$ cat src/rtl/i2c_target_if.sv
// Bus-side signals of the I2C register target: the SCL/SDA pins plus the
// register-write notification and busy flag seen by the host logic.
`timescale 1ns/1ps
interface i2c_target_if;
  logic       scl_i;
  logic       sda_i;
  logic       sda_o;
  logic       wr_strobe;
  logic [3:0] wr_addr;
  logic [7:0] wr_data;
  logic       busy;

  modport slave (
    input  scl_i,
    input  sda_i,
    output sda_o,
    output wr_strobe,
    output wr_addr,
    output wr_data,
    output busy
  );

  modport master (
    output scl_i,
    output sda_i,
    input  sda_o,
    input  wr_strobe,
    input  wr_addr,
    input  wr_data,
    input  busy
  );
endinterface

$ cat src/rtl/i2c_target.sv
// I2C target with a 16x8 register file addressed through a byte pointer.
// Define I2C_TARGET_AUTOINC_EN to advance the pointer after every data byte.
`timescale 1ns/1ps
module i2c_target #(
  parameter logic [6:0] DEV_ADDR = 7'h08
) (
  input  logic         clk,
  input  logic         rst_n,
  i2c_target_if.slave  bus
);

`ifdef I2C_TARGET_AUTOINC_EN
  localparam logic AUTOINC = 1'b1;
`else
  localparam logic AUTOINC = 1'b0;
`endif

  localparam logic [3:0] S_IDLE      = 4'd0;
  localparam logic [3:0] S_ADDR      = 4'd1;
  localparam logic [3:0] S_ADDR_ACK  = 4'd2;
  localparam logic [3:0] S_PTR       = 4'd3;
  localparam logic [3:0] S_PTR_ACK   = 4'd4;
  localparam logic [3:0] S_WDATA     = 4'd5;
  localparam logic [3:0] S_WDATA_ACK = 4'd6;
  localparam logic [3:0] S_RDATA     = 4'd7;
  localparam logic [3:0] S_RDATA_ACK = 4'd8;
  localparam logic [3:0] S_IGNORE    = 4'd9;

  logic       scl_p0, scl_p1, scl_p2;
  logic       sda_p0, sda_p1, sda_p2;
  logic       scl_rise, scl_fall, start_det, stop_det;

  logic [3:0] state;
  logic [3:0] bit_cnt;
  logic [7:0] rx_sh;
  logic [7:0] tx_sh;
  logic [7:0] rx_next;
  logic       rw;
  logic [3:0] ptr;
  logic [7:0] regs [16];
  logic       sda_drv;
  logic       busy_q;
  logic       wr_strobe_q;
  logic [3:0] wr_addr_q;
  logic [7:0] wr_data_q;

  // Stage p0/p1: metastability synchronizers; p2: previous value for edges
  always_ff @(posedge clk or negedge rst_n) begin
    if (!rst_n) begin
      scl_p0 <= 1'b1;
      scl_p1 <= 1'b1;
      scl_p2 <= 1'b1;
      sda_p0 <= 1'b1;
      sda_p1 <= 1'b1;
      sda_p2 <= 1'b1;
    end else begin
      scl_p0 <= bus.scl_i;
      scl_p1 <= scl_p0;
      scl_p2 <= scl_p1;
      sda_p0 <= bus.sda_i;
      sda_p1 <= sda_p0;
      sda_p2 <= sda_p1;
    end
  end

  assign scl_rise  =  scl_p1 & ~scl_p2;
  assign scl_fall  = ~scl_p1 &  scl_p2;
  assign start_det =  scl_p1 &  scl_p2 &  sda_p2 & ~sda_p1;
  assign stop_det  =  scl_p1 &  scl_p2 & ~sda_p2 &  sda_p1;
  assign rx_next   = {rx_sh[6:0], sda_p1};

  // Stage p3: protocol FSM, register file and pointer
  always_ff @(posedge clk or negedge rst_n) begin
    if (!rst_n) begin
      state       <= S_IDLE;
      bit_cnt     <= 4'd0;
      rx_sh       <= 8'h00;
      tx_sh       <= 8'h00;
      rw          <= 1'b0;
      ptr         <= 4'd0;
      sda_drv     <= 1'b1;
      busy_q      <= 1'b0;
      wr_strobe_q <= 1'b0;
      wr_addr_q   <= 4'd0;
      wr_data_q   <= 8'h00;
      for (int i = 0; i < 16; i++) regs[i] <= 8'h00;
    end else begin
      wr_strobe_q <= 1'b0;
      if (stop_det) begin
        state   <= S_IDLE;
        sda_drv <= 1'b1;
        busy_q  <= 1'b0;
      end else if (start_det) begin
        state   <= S_ADDR;
        bit_cnt <= 4'd0;
        sda_drv <= 1'b1;
      end else begin
        case (state)
          S_ADDR: begin
            if (scl_rise) begin
              rx_sh   <= rx_next;
              bit_cnt <= bit_cnt + 4'd1;
            end else if (scl_fall && bit_cnt == 4'd8) begin
              if (rx_sh[7:1] == DEV_ADDR) begin
                sda_drv <= 1'b0;
                busy_q  <= 1'b1;
                rw      <= rx_sh[0];
                state   <= S_ADDR_ACK;
              end else begin
                state   <= S_IGNORE;
              end
            end
          end
          S_ADDR_ACK: begin
            if (scl_fall) begin
              bit_cnt <= 4'd0;
              if (rw) begin
                // The fall that ends the ACK launches the MSB of the read byte
                sda_drv <= regs[ptr][7];
                tx_sh   <= {regs[ptr][6:0], 1'b0};
                state   <= S_RDATA;
              end else begin
                sda_drv <= 1'b1;
                state   <= S_PTR;
              end
            end
          end
          S_PTR: begin
            if (scl_rise) begin
              rx_sh   <= rx_next;
              bit_cnt <= bit_cnt + 4'd1;
            end else if (scl_fall && bit_cnt == 4'd8) begin
              ptr     <= rx_sh[3:0];
              sda_drv <= 1'b0;
              state   <= S_PTR_ACK;
            end
          end
          S_PTR_ACK, S_WDATA_ACK: begin
            if (scl_fall) begin
              sda_drv <= 1'b1;
              bit_cnt <= 4'd0;
              state   <= S_WDATA;
            end
          end
          S_WDATA: begin
            if (scl_rise) begin
              rx_sh   <= rx_next;
              bit_cnt <= bit_cnt + 4'd1;
              if (bit_cnt == 4'd7) begin
                regs[ptr]   <= rx_next;
                wr_strobe_q <= 1'b1;
                wr_addr_q   <= ptr;
                wr_data_q   <= rx_next;
                if (AUTOINC) ptr <= ptr + 4'd1;
              end
            end else if (scl_fall && bit_cnt == 4'd8) begin
              sda_drv <= 1'b0;
              state   <= S_WDATA_ACK;
            end
          end
          S_RDATA: begin
            if (scl_rise) begin
              bit_cnt <= bit_cnt + 4'd1;
            end else if (scl_fall) begin
              if (bit_cnt == 4'd8) begin
                sda_drv <= 1'b1;
                state   <= S_RDATA_ACK;
                if (AUTOINC) ptr <= ptr + 4'd1;
              end else begin
                sda_drv <= tx_sh[7];
                tx_sh   <= {tx_sh[6:0], 1'b0};
              end
            end
          end
          S_RDATA_ACK: begin
            if (scl_rise) begin
              if (sda_p1) state <= S_IGNORE;
            end else if (scl_fall) begin
              bit_cnt <= 4'd0;
              sda_drv <= regs[ptr][7];
              tx_sh   <= {regs[ptr][6:0], 1'b0};
              state   <= S_RDATA;
            end
          end
          default: ;
        endcase
      end
    end
  end

  // A START/STOP must not be masked by a target still pulling SDA low.
  assign bus.sda_o     = sda_drv | start_det | stop_det;
  assign bus.busy      = busy_q;
  assign bus.wr_strobe = wr_strobe_q;
  assign bus.wr_addr   = wr_addr_q;
  assign bus.wr_data   = wr_data_q;

endmodule

$ cat src/flat_wrapper.sv
// flat-port wrapper written by rule: the top's interface ports become plain ports
module i2c_target_flat 
#(
  parameter logic [6:0] DEV_ADDR = 7'h08
)
  (clk, rst_n, bus_scl_i, bus_sda_i, bus_sda_o, bus_wr_strobe, bus_wr_addr, bus_wr_data, bus_busy);
  i2c_target_if bus_i ();
  input  logic clk;
  input  logic rst_n;
  input wire logic [$bits(bus_i.scl_i)-1:0] bus_scl_i;
  input wire logic [$bits(bus_i.sda_i)-1:0] bus_sda_i;
  output wire logic [$bits(bus_i.sda_o)-1:0] bus_sda_o;
  output wire logic [$bits(bus_i.wr_strobe)-1:0] bus_wr_strobe;
  output wire logic [$bits(bus_i.wr_addr)-1:0] bus_wr_addr;
  output wire logic [$bits(bus_i.wr_data)-1:0] bus_wr_data;
  output wire logic [$bits(bus_i.busy)-1:0] bus_busy;
  assign bus_i.scl_i = bus_scl_i;
  assign bus_i.sda_i = bus_sda_i;
  assign bus_sda_o = bus_i.sda_o;
  assign bus_wr_strobe = bus_i.wr_strobe;
  assign bus_wr_addr = bus_i.wr_addr;
  assign bus_wr_data = bus_i.wr_data;
  assign bus_busy = bus_i.busy;
  i2c_target #(.DEV_ADDR(DEV_ADDR)) u_core (.clk(clk), .rst_n(rst_n), .bus(bus_i));
endmodule
$ cat config.mk
export PLATFORM = sky130hd
export DESIGN_NAME = i2c_target_flat
export DESIGN_NICKNAME = d
export VERILOG_FILES = /design/src/rtl/i2c_target_if.sv /design/src/rtl/i2c_target.sv /design/src/flat_wrapper.sv
export SDC_FILE = /design/constraint.sdc
export NUM_CORES = 1
export LEC_CHECK = 0
export BUFFER_PORTS_ARGS = -buffer_cell sky130_fd_sc_hd__buf_2
export CORE_UTILIZATION = 57
export DETAILED_ROUTE_END_ITERATION = 10
export HOLD_SLACK_MARGIN = 0.02
export PLACE_DENSITY_LB_ADDON = 0.2
export SLEW_MARGIN = 20
export SYNTH_ARGS = -nofsm -noshare
export SYNTH_HDL_FRONTEND = slang
export SYNTH_SLANG_ARGS = --single-unit
$ cat constraint.sdc
create_clock -name clk -period 2.1 [get_ports clk]
set_clock_uncertainty 0.2 [all_clocks]
set_input_delay 0.105 -clock clk [delete_from_list [all_inputs] [get_ports clk]]
set_output_delay 0.105 -clock clk [all_outputs]
set_load 0.02 [all_outputs]
==> impl_metrics.yaml <==
status:
  status: "finished, violations left"
  violations: "negative hold slack, negative setup slack"
critical_path:
  r2r_slack_ns: -0.13
  start_kind: "flip-flop"
  r2r_start: "u_core.ptr[0]$_DFFE_PN0P_"
  critPathKind: "flip-flop to flip-flop"
  cp-end-kind: "flip-flop"
  required_ns: 2.21
  r2r-end: "u_core.tx_sh[2]$_DFFE_PN0P_"
  cp.arrival_ns: 2.33
  rr_worst_depth: 6
  critPathMaxFanout: 5
synthesis:
  ys_ff_latch: 177
  syn_avg_cell_area_sq_um: 14.0
  syn_area_sq_mm: 0.00855
  postSynthCellCount: 610
  syn_nets: 616
  synth_cell_types: 55
  async_flop_share_pct: 100
  synth_edf_count: 0
  seq_area_frac_synth_pct: 51.9
  ys.flop_type: "dfrtp_1"
  yosysWarnings: 0
floorplan:
  die_h_um: 124
  die_area_sq_mm: 0.0155
  fp.coreArea_sq_mm: 0.0146
  start_util_pct: 58.6
  rows: 44
  pin_count: 19
  die_w_um: 124
detailed_routing:
  finalWirelength_um: 21600
  wl_per_cell_um: 24.2
  post_drt_via_cell_ratio: 6.34
  drcViolationCount: 0
  drt_iter0_drc: 474
  ant_nets: 0
  drt-pass1-iter-count: 5
  num_vias: 5651
clock_network:
  cts-buffers-inserted: 17
  clock_latency_ns: 0.44
  cts_root_buf: "clkbuf_16"
  clock_path_buffers: 2
  clk_pin_slew_ns: 0.07
  h-tree-depth: 4
  cts_tree: "yes"
  clock_sinks: 177
power_and_ir_drop:
  p_per_area_mw_per_mm2: 803
  power_mw: 8.81
  p_sw_share_pct: 29.1
  power.clock.fraction_pct: 39.3
  intPower_mw: 6.24
  p_seq_share_pct: 42.7
  p_comb_share_pct: 18.0
  ir_drop_mv: 0.627
  p_sw_mw: 2.57
  p_leak_nw: 5.07
final_layout:
  n_antenna_cell: 0
  layout-drive-gt1-share_pct: 53.7
  area_delta_synth_final_pct: 28.2
  finalNetCount: 701
sta:
  relSlewSlack_pct: 39.6
  min_period_ns: 2.23
  fin_crit_sh_pct: 106
  finalMaxSlewViolations: 0
  max_freq_ghz: 0.449
  fin_tns_setup_ns: -4.47
  rsz0062_at_grt: "yes"
  fin_hold_ws_ns: -0.0134
  hold_violations: 1
  setup_slack_ns: -0.125
  worstMarginPinSlew_ns: 0.907
  setup_viol: 123
grt:
  overflow: 0
  antenna_found_initial: 0
  grt_first_pass_wirelength_um: 33000
  grtUsageTotal_pct: 27.9
  grt_pass1_vias: 5872
  grt_max_degree: 60
placed_design:
  io_buffers: 18
  dp_hpwl_um: 13300
  gp_congestion: 0.935
min_path:
  hp-class: "input pin to asynchronous set/reset pin"
flow_run:
  drv_cap: 0
## worst max path at each step
stage                                        startpoint                           end  slack [ns]  depth (start not counted)
after global placement    u_core.bit_cnt[3]$_DFFE_PN0P_   u_core.regs[61]$_DFFE_PN0P_       -0.18                          6
after floorplan                 u_core.scl_p1$_DFF_PN1_  u_core.regs[100]$_DFFE_PN0P_       -0.08                          7
after global routing          u_core.ptr[0]$_DFFE_PN0P_   u_core.tx_sh[2]$_DFFE_PN0P_       -0.17                          6
after CTS                     u_core.ptr[0]$_DFFE_PN0P_   u_core.tx_sh[7]$_DFFE_PN0P_       -0.07                          5
after detailed placement  u_core.bit_cnt[3]$_DFFE_PN0P_   u_core.regs[62]$_DFFE_PN0P_       -0.16                          6
final                         u_core.ptr[0]$_DFFE_PN0P_   u_core.tx_sh[2]$_DFFE_PN0P_       -0.13                          6
## through the flow
stage | instance area (sq um) | instances | utilization (%) | setup WS, ns
after floorplan | 8630 | 610 | - | -0.0843
after global placement | 9580 | 846 | 65.6 | -0.179
after detailed placement | 9580 | 846 | 65.6 | -0.163
after CTS | 10500 | 884 | 71.9 | -0.0683
after global routing | 11000 | 892 | 75.2 | -0.168
final | 11000 | 892 | 75.2 | -0.125
## cell usage after synthesis (2+ instances only)
library cell | count | area share, %
dfrtp_1 | 170 | 50
mux2_2 | 152 | 20
mux4_2 | 37 | 9.7
clkbuf_1 | 33 | 1.4
nand2_1 | 29 | 1.3
nor2_1 | 14 | 0.61
nor3_4 | 12 | 2.3
a21oi_1 | 11 | 0.64
buf_2 | 11 | 0.64
o21ai_0 | 11 | 0.64
nand2b_1 | 10 | 0.73
nand3_1 | 10 | 0.59
a31oi_1 | 9 | 0.66
inv_1 | 8 | 0.35
dfstp_2 | 7 | 2.2
mux2i_1 | 6 | 0.70
nor2b_1 | 6 | 0.44
nor3_1 | 6 | 0.35
nand3b_1 | 5 | 0.44
nor4_1 | 4 | 0.29
nor4_4 | 4 | 0.99
a21o_1 | 3 | 0.26
a22o_1 | 3 | 0.31
and3b_1 | 3 | 0.31
buf_1 | 3 | 0.13
nor3b_1 | 3 | 0.26
o21a_1 | 3 | 0.26
or2_2 | 3 | 0.22
and3_1 | 2 | 0.15
and4b_1 | 2 | 0.23
ha_1 | 2 | 0.29
mux2_1 | 2 | 0.26
nand4_1 | 2 | 0.15
o221ai_1 | 2 | 0.20
o22ai_1 | 2 | 0.15
## worst max-delay path, stage by stage (launching register included)
cell	delay [ns]
dfrtp_2	0.42
buf_12	0.13
buf_12	0.13
mux4_2	0.53
mux4_2	0.50
nand2_1	0.10
a31oi_1	0.09
## timing repair
item,CTS,global route
cloned,0,3
setup buffers,3,5
resized for setup,58,88
endpoints found under the setup margin,141,148
pin swaps,4,6
hold buffers,3,0
endpoints found under the hold margin,164,0
## cells by family after synthesis
| group | count (synthesis) | synth area share, % |
|---|---|---|
| mux | 197 | 30.7 |
| compound gates | 54 | 4.08 |
| xor+xnor | 2 | 0.205 |
| flops | 177 | 51.9 |
| fa+ha+maj | 2 | 0.293 |
| buf+inv | 57 | 2.79 |
| simple gates | 121 | 10.0 |
## power by group through the flow
stage                     clock [mW]  combinational, mW  sequential (mW)
after floorplan                    0              0.781             3.74
after global placement             0               1.32             3.80
after CTS                       3.48               1.45             3.75
after global routing            3.62               1.69             3.78
after detailed placement           0               1.35             3.81
final                           3.46               1.58             3.76
## registers in the layout (all words and copies together), names as in the netlist
| signal | count |
|---|---|
| u_core.ptr | 4 |
| u_core.state | 4 |
| u_core.sda_drv | 1 |
| u_core.scl_p0 | 1 |
| u_core.tx_sh | 7 |
| u_core.rw | 1 |
| u_core.bit_cnt | 4 |
| u_core.sda_p2 | 1 |
| u_core.bus.busy | 1 |
| u_core.regs | 128 |
| u_core.sda_p1 | 1 |
| u_core.sda_p0 | 1 |
| u_core.bus.wr_data | 8 |
| u_core.bus.wr_addr | 4 |
| u_core.rx_sh | 8 |
| u_core.scl_p2 | 1 |
| u_core.scl_p1 | 1 |
| u_core.bus.wr_strobe | 1 |
## layer usage
layer | GRT usage (%) | part of all wire, % | routed length (um) | up-vias
li1 | - | - | - | 2436
met1 | 38.1 | 44 | 9430 | 3014
met2 | 45.5 | 50 | 10700 | 169
met4 | 8.29 | 2.0 | 432 | 0
met5 | 0 | 0 | 0 | -
met3 | 5.58 | 4.6 | 986 | 32
## placed cells by master (no fill, tap or decap), drive strengths merged, types with 3 or more instances in the layout
cell	synthesis	final
dfrtp	170	170
mux2	154	154
buf	16	109
mux4	37	37
nand2	29	29
clkbuf	33	23
nor3	18	18
nor2	15	15
inv	8	13
a21oi	11	11
o21ai	11	11
nand2b	10	10
nand3	10	10
a31oi	9	9
nor4	8	8
dfstp	7	7
nor2b	6	6
mux2i	6	6
nand3b	5	5
bufinv	0	4
o21a	3	3
a21o	3	3
a22o	3	3
dlygate4sd3	0	3
or2	3	3
and3b	3	3
nor3b	3	3
clkinv	0	3
## final cells by class
cell class	count	area (sq um)
clock buffer	20	447
clock inverter	12	191
fill	843	3620
inverter	8	30.0
multi-input combinational	376	4480
sequential	177	4440
tap	184	230
timing repair buffer	115	1150
Note: power is estimated with default switching activity, not from simulation.
